--- src/rtl/float2int_serial.sv ---
// Serial float-to-integer decoder: expands a packed {exponent, mantissa} code into
// an unsigned integer by shifting the restored significand one bit per cycle.
module float2int_serial #(
    parameter int EXP_W = 3,
    parameter int MAN_W = 4,
    parameter int OUT_W = 11
) (
    input  logic                   clk,
    input  logic                   rst_n,
    input  logic                   in_valid,
    output logic                   in_ready,
    input  logic [EXP_W+MAN_W-1:0] in_float,
    output logic                   out_valid,
    input  logic                   out_ready,
    output logic [OUT_W-1:0]       out_int,
    output logic                   busy
);

    // The largest code must fit without truncation.
    generate
        if (OUT_W < MAN_W + (1 << EXP_W) - 1) begin : g_width_check
            $error("float2int_serial: OUT_W too small for EXP_W/MAN_W");
        end
    endgenerate

    typedef enum logic [1:0] {
        IDLE  = 2'd0,
        SHIFT = 2'd1,
        DONE  = 2'd2
    } state_t;

    state_t             state_q, state_d;
    logic [OUT_W-1:0]   acc_q, acc_d;
    logic [EXP_W-1:0]   cnt_q, cnt_d;

    logic [EXP_W-1:0]   in_exp;
    logic [MAN_W-1:0]   in_man;

    assign in_exp = in_float[MAN_W +: EXP_W];
    assign in_man = in_float[MAN_W-1:0];

    always_ff @(posedge clk or negedge rst_n) begin
        if (!rst_n) begin
            state_q <= IDLE;
            acc_q   <= '0;
            cnt_q   <= '0;
        end else begin
            state_q <= state_d;
            acc_q   <= acc_d;
            cnt_q   <= cnt_d;
        end
    end

    always_comb begin
        state_d = state_q;
        acc_d   = acc_q;
        cnt_d   = cnt_q;
        case (state_q)
            IDLE: begin
                if (in_valid) begin
                    // Subnormal codes (e==0) carry no hidden one and need no shift.
                    if (in_exp == '0) begin
                        acc_d   = OUT_W'(in_man);
                        cnt_d   = '0;
                        state_d = DONE;
                    end else begin
                        acc_d   = OUT_W'({1'b1, in_man});
                        cnt_d   = in_exp - EXP_W'(1);
                        state_d = (in_exp == EXP_W'(1)) ? DONE : SHIFT;
                    end
                end
            end
            SHIFT: begin
                acc_d = acc_q << 1;
                cnt_d = cnt_q - EXP_W'(1);
                if (cnt_q == EXP_W'(1)) begin
                    state_d = DONE;
                end
            end
            DONE: begin
                if (out_ready) begin
                    state_d = IDLE;
                end
            end
            default: begin
                state_d = IDLE;
            end
        endcase
    end

    assign in_ready  = (state_q == IDLE);
    assign out_valid = (state_q == DONE);
    assign busy      = (state_q != IDLE);
    assign out_int   = acc_q;

endmodule
--- config.mk ---
export PLATFORM = sky130hd
export DESIGN_NAME = float2int_serial
export DESIGN_NICKNAME = d
export VERILOG_FILES = /design/src/rtl/float2int_serial.sv
export SDC_FILE = /design/constraint.sdc
export NUM_CORES = 1
export LEC_CHECK = 0
export BUFFER_PORTS_ARGS = -buffer_cell sky130_fd_sc_hd__buf_2
export CAP_MARGIN = 30
export CORE_AREA = 2 2 44 50
export DETAILED_ROUTE_END_ITERATION = 12
export DIE_AREA = 0 0 46 52
export PLACE_DENSITY_LB_ADDON = 0.15
export SYNTH_ARGS = -nofsm -noshare
export SYNTH_HDL_FRONTEND = slang
export SYNTH_SLANG_ARGS = --single-unit
--- constraint.sdc ---
create_clock -name clk -period 1.8 [get_ports clk]
set_clock_uncertainty 0.05 [all_clocks]
set_input_delay 0.18 -clock clk [delete_from_list [all_inputs] [get_ports clk]]
set_output_delay 0.18 -clock clk [all_outputs]
set_load 0.02 [all_outputs]
==> impl_results.md, run 1 <==
- Core Region: 0.00191 mm^2
- Routed len/inst: 13.7 um
- WS Path Type: reg -> out
- Largest family of logic cells by synthesized area: compound AO/OA/AOI/OAI gates
- Synth Area in Simple Gates: 0.181
- Die Y: 52 um
- Starting Density: 0.429
- First-pass detailed-route iteration total: 4
- # placed instances: 117
- Yosys reg bits: 16
- Worst VDD drop: 0.772 mV
- Antenna violations before repair: 0
- Nets: 117
- Worst-path cell chain: nor2_1 > buf_2
- Slowest CP cell: dfrtp_1
- Final wirelength: 1.67 mm
- # IOs: 25
- Final min period: 1610 ps
- Post-Syn Instances: 78
- Setup-failing EPs final: 0
- RSZ-0062 raised after global routing: no
- CP required: 1570 ps
- Peak Freq: 620 MHz
- Post-Synth Adder-Cell Area: 0.0304
- Hold endpoint: out_int[0]
- ANT cells: 0
- Compound-Gate Fraction of Synth Area: 0.240
- Reg-to-reg slack, setup: 390 ps
- Drt drc: 0
- Multi-input gate area: 372 um^2
- Hold Crit Depth: 3
- Post-route insts no fill: 122
- Yosys cell types: 29
- Vias in the first global route: 631
- CTS tree: built
- Clock buffer depth: 2
- R2r endpoint: cnt_q[1]
- Root Buffer Master: clkbuf_4
- Clock latency at the later pin of the worst-skew pair: 280 ps
- Worst endpoint data arrival time: 1380 ps
- Post-Syn Area: 822 um^2
- Synth warn: 0
- Synth async-reset ratio: 1.00
- Row Count: 17
- Worst Hold Class: in -> reg
- Die Wd: 46 um
- Worst hold start: in_float[0]
- Post-synthesis sequential area ratio: 0.487
- Routability cong.: 0.699
- DRT iter0 DRCs: 4
- Reg2reg path depth: 3
- CP max FO: 14
- Worst Setup End Kind: output port
- Synth-to-Final Area Change: 18.9%
- Final Hold Fails: 0
- Post-Synth XOR/XNOR Area: 0
- Vias/cell: 5.67
- Clock transition at path regs: 90 ps
- Post-synth EDFFs: 0
- Max incr delay on CP: 540 ps
- Status: finished, final reports clean
- Max-Cap Viols: 0
- Overall Global Routing Usage: 0.164
- Power Density: 1830 mW/mm^2
- Die area: 0.00239 mm^2
- Number of clock sinks: 16
- Tightest Pin Transition: 410 ps
- Worst Setup Start Kind: register
- Fillers: 205
- Antenna viol nets, final: 0
- Total CTS buffers: 3
- Routed vias: 692
- Wire length of the first global-routing pass: 2.82 mm
- Reg2reg start: state_q[1]
- Detail Placement HPWL: 1.21 mm
- Slew Limit Fails: 0
- Pin count of the biggest net entering global routing: 17
- Syn Nets: 91
- Mux cell area share after synthesis: 0
- Number of buffers added on ports: 24
- Max-slew headroom: 0.727
- Fraction of layout cells with a size suffix above 1: 0.311
- Post-Syn Area per Cell: 10.5 um^2
- P_leak: 0.000493 uW
- Ys flop type: dfrtp_1
- Final Cycle Share: 0.896
- Gr ovfl total: 0
- Post-CTS setup buffers: 0
- Register Area: 400 um^2
- H-tree depth: 1
- Fin Setup TNS: 0 ps
## critical path: cells and delay by family (launching register included)
| kind | cells | cell delay [ps] |
|---|---|---|
| DFF | 1 | 540 |
| buffers and inverters | 1 | 230 |
| and+or+nand+nor | 1 | 340 |
## stage by stage
step           setup WS, ps  utilization  hold WS [ps]  area [um^2]  total power (uW)
3_3_place_gp            452        0.486          62.9          931              1560
4_1_cts                 179        0.510           134          977              1810
5_1_grt                45.7        0.510           138          977              1960
6_report                187        0.510           136          977              1790
2_1_floorplan           393            -          -166          822              1360
3_5_place_dp            390        0.486          58.4          931              1570
## sequential cells by signal (all words and copies together), names as in the netlist
| name | cells |
|---|---|
| cnt_q | 3 |
| out_int | 11 |
| state_q | 2 |
## cell usage after synthesis, types with 2 or more instances
cell | number | area [um^2]
ha_1 | 2 | 25.0
buf_6 | 2 | 22.5
nor2_1 | 5 | 18.8
nand2_1 | 5 | 18.8
a22oi_1 | 3 | 22.5
inv_1 | 4 | 15.0
a21oi_1 | 4 | 20.0
nor3_1 | 2 | 10.0
a22o_1 | 6 | 52.6
nor2b_1 | 6 | 37.5
dfrtp_1 | 16 | 400
o21ai_0 | 6 | 30.0
## power by group
group	total (uW)	leakage, uW	switching (uW)	internal, uW
combinational	859	0.000271	487	372
clock	234	0.0000210	111	123
sequential	701	0.000201	177	524
## worst max path at each step
stage,startpoint,endpoint,slack (ps),depth (start not counted)
4_1_cts,state_q[0],in_ready,180,2
2_1_floorplan,state_q[1],cnt_q[0],390,4
3_5_place_dp,state_q[1],cnt_q[1],390,3
5_1_grt,state_q[0],in_ready,50,2
6_report,state_q[0],in_ready,190,2
3_3_place_gp,state_q[1],cnt_q[1],450,3
## final cells by class
class	instances	share of cell area
Sequential cell	16	0.410
Multi-Input combinational cell	54	0.380
Inverter	4	0.0154
Clock buffer	4	0.0371
Tap cell	19	0.0243
Timing Repair Buffer	25	0.133
## cell families (layout without fill, tap and decap cells)
group | count (synthesis) | after routing
and+or+nand+nor | 26 | 26
DFF | 16 | 16
adders and majority gates | 2 | 2
buffers and inverters | 8 | 33
AOI/OAI and AO/OA | 26 | 26
## placed cells by master, fill, tap and decap left out
master	netlist	routed
o211ai_1	1	1
o21ai_0	6	6
nor4bb_1	1	1
clkbuf_4	0	3
dfrtp_1	16	16
buf_2	1	24
o22a_1	1	1
and2b_4	1	1
nor3b_1	1	1
clkbuf_8	0	1
a21oi_1	4	4
and2b_1	1	1
ha_1	2	2
a22oi_1	3	3
nand4b_1	1	1
nand3_1	1	1
nor2_1	5	5
o211a_1	1	1
nor3_1	2	2
a221oi_2	1	1
dlygate4sd3_1	0	1
a22o_1	6	6
inv_1	4	4
nor2b_1	6	6
o21bai_2	1	1
and3_1	1	1
o221a_2	1	1
o32ai_1	1	1
nand2_1	5	5
and3b_1	1	1
## per-layer routing
layer  GRT usage  part of all wire  wire, um  up-vias
li1            -                 -         -      332
met1       0.224              0.48       799      331
met2       0.248              0.45       749       24
met3      0.0313             0.058        97        5
met4      0.0714             0.016        27        0
met5           0                 0         0        -
## what timing repair did
item                                   CTS  global route
endpoints found under the hold margin   16             0
resized for setup                        0             0
hold buffers                             1             0
Power figures use the tool's default switching activity.
==> run 2, diff against run 1 <==
--- a/config.mk
+++ b/config.mk
@@ -7,9 +7,11 @@
 export LEC_CHECK = 0
 export BUFFER_PORTS_ARGS = -buffer_cell sky130_fd_sc_hd__buf_2
 export CAP_MARGIN = 30
-export CORE_AREA = 2 2 44 50
+export CELL_PAD_IN_SITES_DETAIL_PLACEMENT = 0
+export CELL_PAD_IN_SITES_GLOBAL_PLACEMENT = 1
+export CORE_AREA = 2 2 47 53
 export DETAILED_ROUTE_END_ITERATION = 12
-export DIE_AREA = 0 0 46 52
+export DIE_AREA = 0 0 49 55
 export PLACE_DENSITY_LB_ADDON = 0.15
 export SYNTH_ARGS = -nofsm -noshare
 export SYNTH_HDL_FRONTEND = slang
==> run 2 against run 1 <==
  * Register-to-register slack improved by 20 ps
  * Count of clock-buffer cells in the layout fell by 1
  * Power fell by 2.8%
  * Maximum frequency barely moved
  * Non-clock buffer count did not move
  * Hold slack improved by 6.4 ps
  * Die area rose by 13%
  * Combinational power fell by 0.5%
  * Sequential cell count did not move
  * Final area did not move
  * Routed wire length rose by 2.2%
==> impl_results.md, run 2 (synthesis gave the netlist of run 1 again) <==
- Final Hold Fails: 0
- ANT cells: 0
- Clock transition at path regs: 90 ps
- CTS tree: built
- Row Count: 18
- Synth-to-Final Area Change: 18.9%
- Worst-path cell chain: nor2_1 > buf_2
- Tot Pwr: 1740 uW
- R2r endpoint: out_int[4]
- Fillers: 246
- Antenna viol nets, final: 0
- WS Path Type: reg -> out
- Max incr delay on CP: 530 ps
- First-pass detailed-route iteration total: 4
- Post-CTS sizing: 0
- Wire length of the first global-routing pass: 2.99 mm
- Nets: 117
- Detail Placement HPWL: 1.22 mm
- Starting Density: 0.376
- Grt met3 use: 0.0269
- Most frequent cells in the layout: buf_2, dfrtp_1, nor2b_1, o21ai_0, a22o_1
- Hold Crit Depth: 3
- Reg-to-reg slack, setup: 410 ps
- Die area: 0.00270 mm^2
- Worst Setup End Kind: output port
- Pin count of the biggest net entering global routing: 17
- Die Y: 55 um
- Number of buffers added on ports: 24
- Slew Limit Fails: 0
- Slowest CP cell: dfrtp_1
- Fraction of layout cells with a size suffix above 1: 0.304
- Total CTS buffers: 3
- Routability cong.: 0.712
- Die Wd: 49 um
- Final min period: 1610 ps
- Core Region: 0.00218 mm^2
- Tightest Pin Transition: 403 ps
- Vias/cell: 5.10
- Peak Freq: 620 MHz
- Post-CTS setup buffers: 0
- Max-Cap Viols: 0
- Grt met1 use: 0.191
- Worst Hold Class: in -> reg
- Hold endpoint: out_int[2]
- Worst Setup Start Kind: register
- Routed len/inst: 13.0 um
- Fin Setup TNS: 0 ps
- Worst hold start: in_float[2]
- Commonest non-fill, non-tap cell in the layout: buf_2
- Root Buffer Master: clkbuf_4
- Crit path launch: state_q[0]
- Routed vias: 673
- Overall Global Routing Usage: 0.149
- Critical path's top delay family: flip-flops
- Final wirelength: 1.71 mm
- Largest register FFs: 11
- Clock buffer depth: 2
- Clock latency at the later pin of the worst-skew pair: 270 ps
- Setup-failing EPs final: 0
- Final Cycle Share: 0.896
- Drt drc: 0
- RSZ-0062 raised after global routing: no
- Reg2reg path depth: 3
- Worst endpoint data arrival time: 1380 ps
- Reg2reg start: state_q[1]
- Number of clock sinks: 16
- Vias in the first global route: 658
- Max-slew headroom: 0.732
- CP max FO: 14
- Status: finished, final reports clean
- Hold Buf Count CTS: 1
- Power Density: 1780 mW/mm^2
- Antenna violations before repair: 0
- CP required: 1570 ps
- Met2 usage: 0.256
- Hold slack: 143 ps
- DRT iter0 DRCs: 11
- H-tree depth: 1
- P_leak: 0.000486 uW
- GR peak layer: met2
- Worst VDD drop: 0.808 mV
- CP Buf/Inv Count: 1
- # IOs: 25
- Gr ovfl total: 0
-- run 2: worst max-delay path by stage --
stage                            end  slack [ps]  cells after the start
final                       in_ready         190                      2
after global routing            busy          30                      3
after CTS                   in_ready         180                      2
after detailed placement  out_int[4]         420                      3
after global placement    out_int[4]         450                      3
after floorplan             cnt_q[0]         390                      4
-- run 2: area by class of cell --
cell class,instances,area [um^2],share of cell area
Clock buffer,3,22.5,0.0230
Inverter,4,15.0,0.0154
Multi-Input combinational cell,54,372,0.380
Sequential cell,16,400,0.410
Tap cell,30,37.5,0.0384
Timing Repair Buffer,25,130,0.133
-- run 2: through the flow --
stage | utilization | cells | setup WS, ps | instance area (um^2)
after floorplan | - | 78 | 393 | 822
after global placement | 0.432 | 128 | 445 | 945
after detailed placement | 0.432 | 128 | 422 | 945
after CTS | 0.447 | 132 | 178 | 977
after global routing | 0.447 | 132 | 27.4 | 977
final | 0.447 | 132 | 187 | 977
-- run 2: layer usage --
layer	part of all wire	wire, um	vias up
li1	-	-	331
met1	0.48	825	323
met2	0.46	783	17
met3	0.053	90	2
met4	0.0064	11	0
met5	0	0	-
-- run 2: where the power goes --
group | total (uW) | internal, uW | switching (uW)
combinational | 855 | 373 | 482
clock | 183 | 77.4 | 105
sequential | 706 | 524 | 182
total | 1740 | 974 | 769
-- run 2: worst register-to-register path: cells and delay by family (launching register included) --
kind / cells / cell delay [ps]
buffers and inverters: 1 / 60
and+or+nand+nor: 1 / 410
AOI/OAI and AO/OA: 1 / 260
DFF: 1 / 520
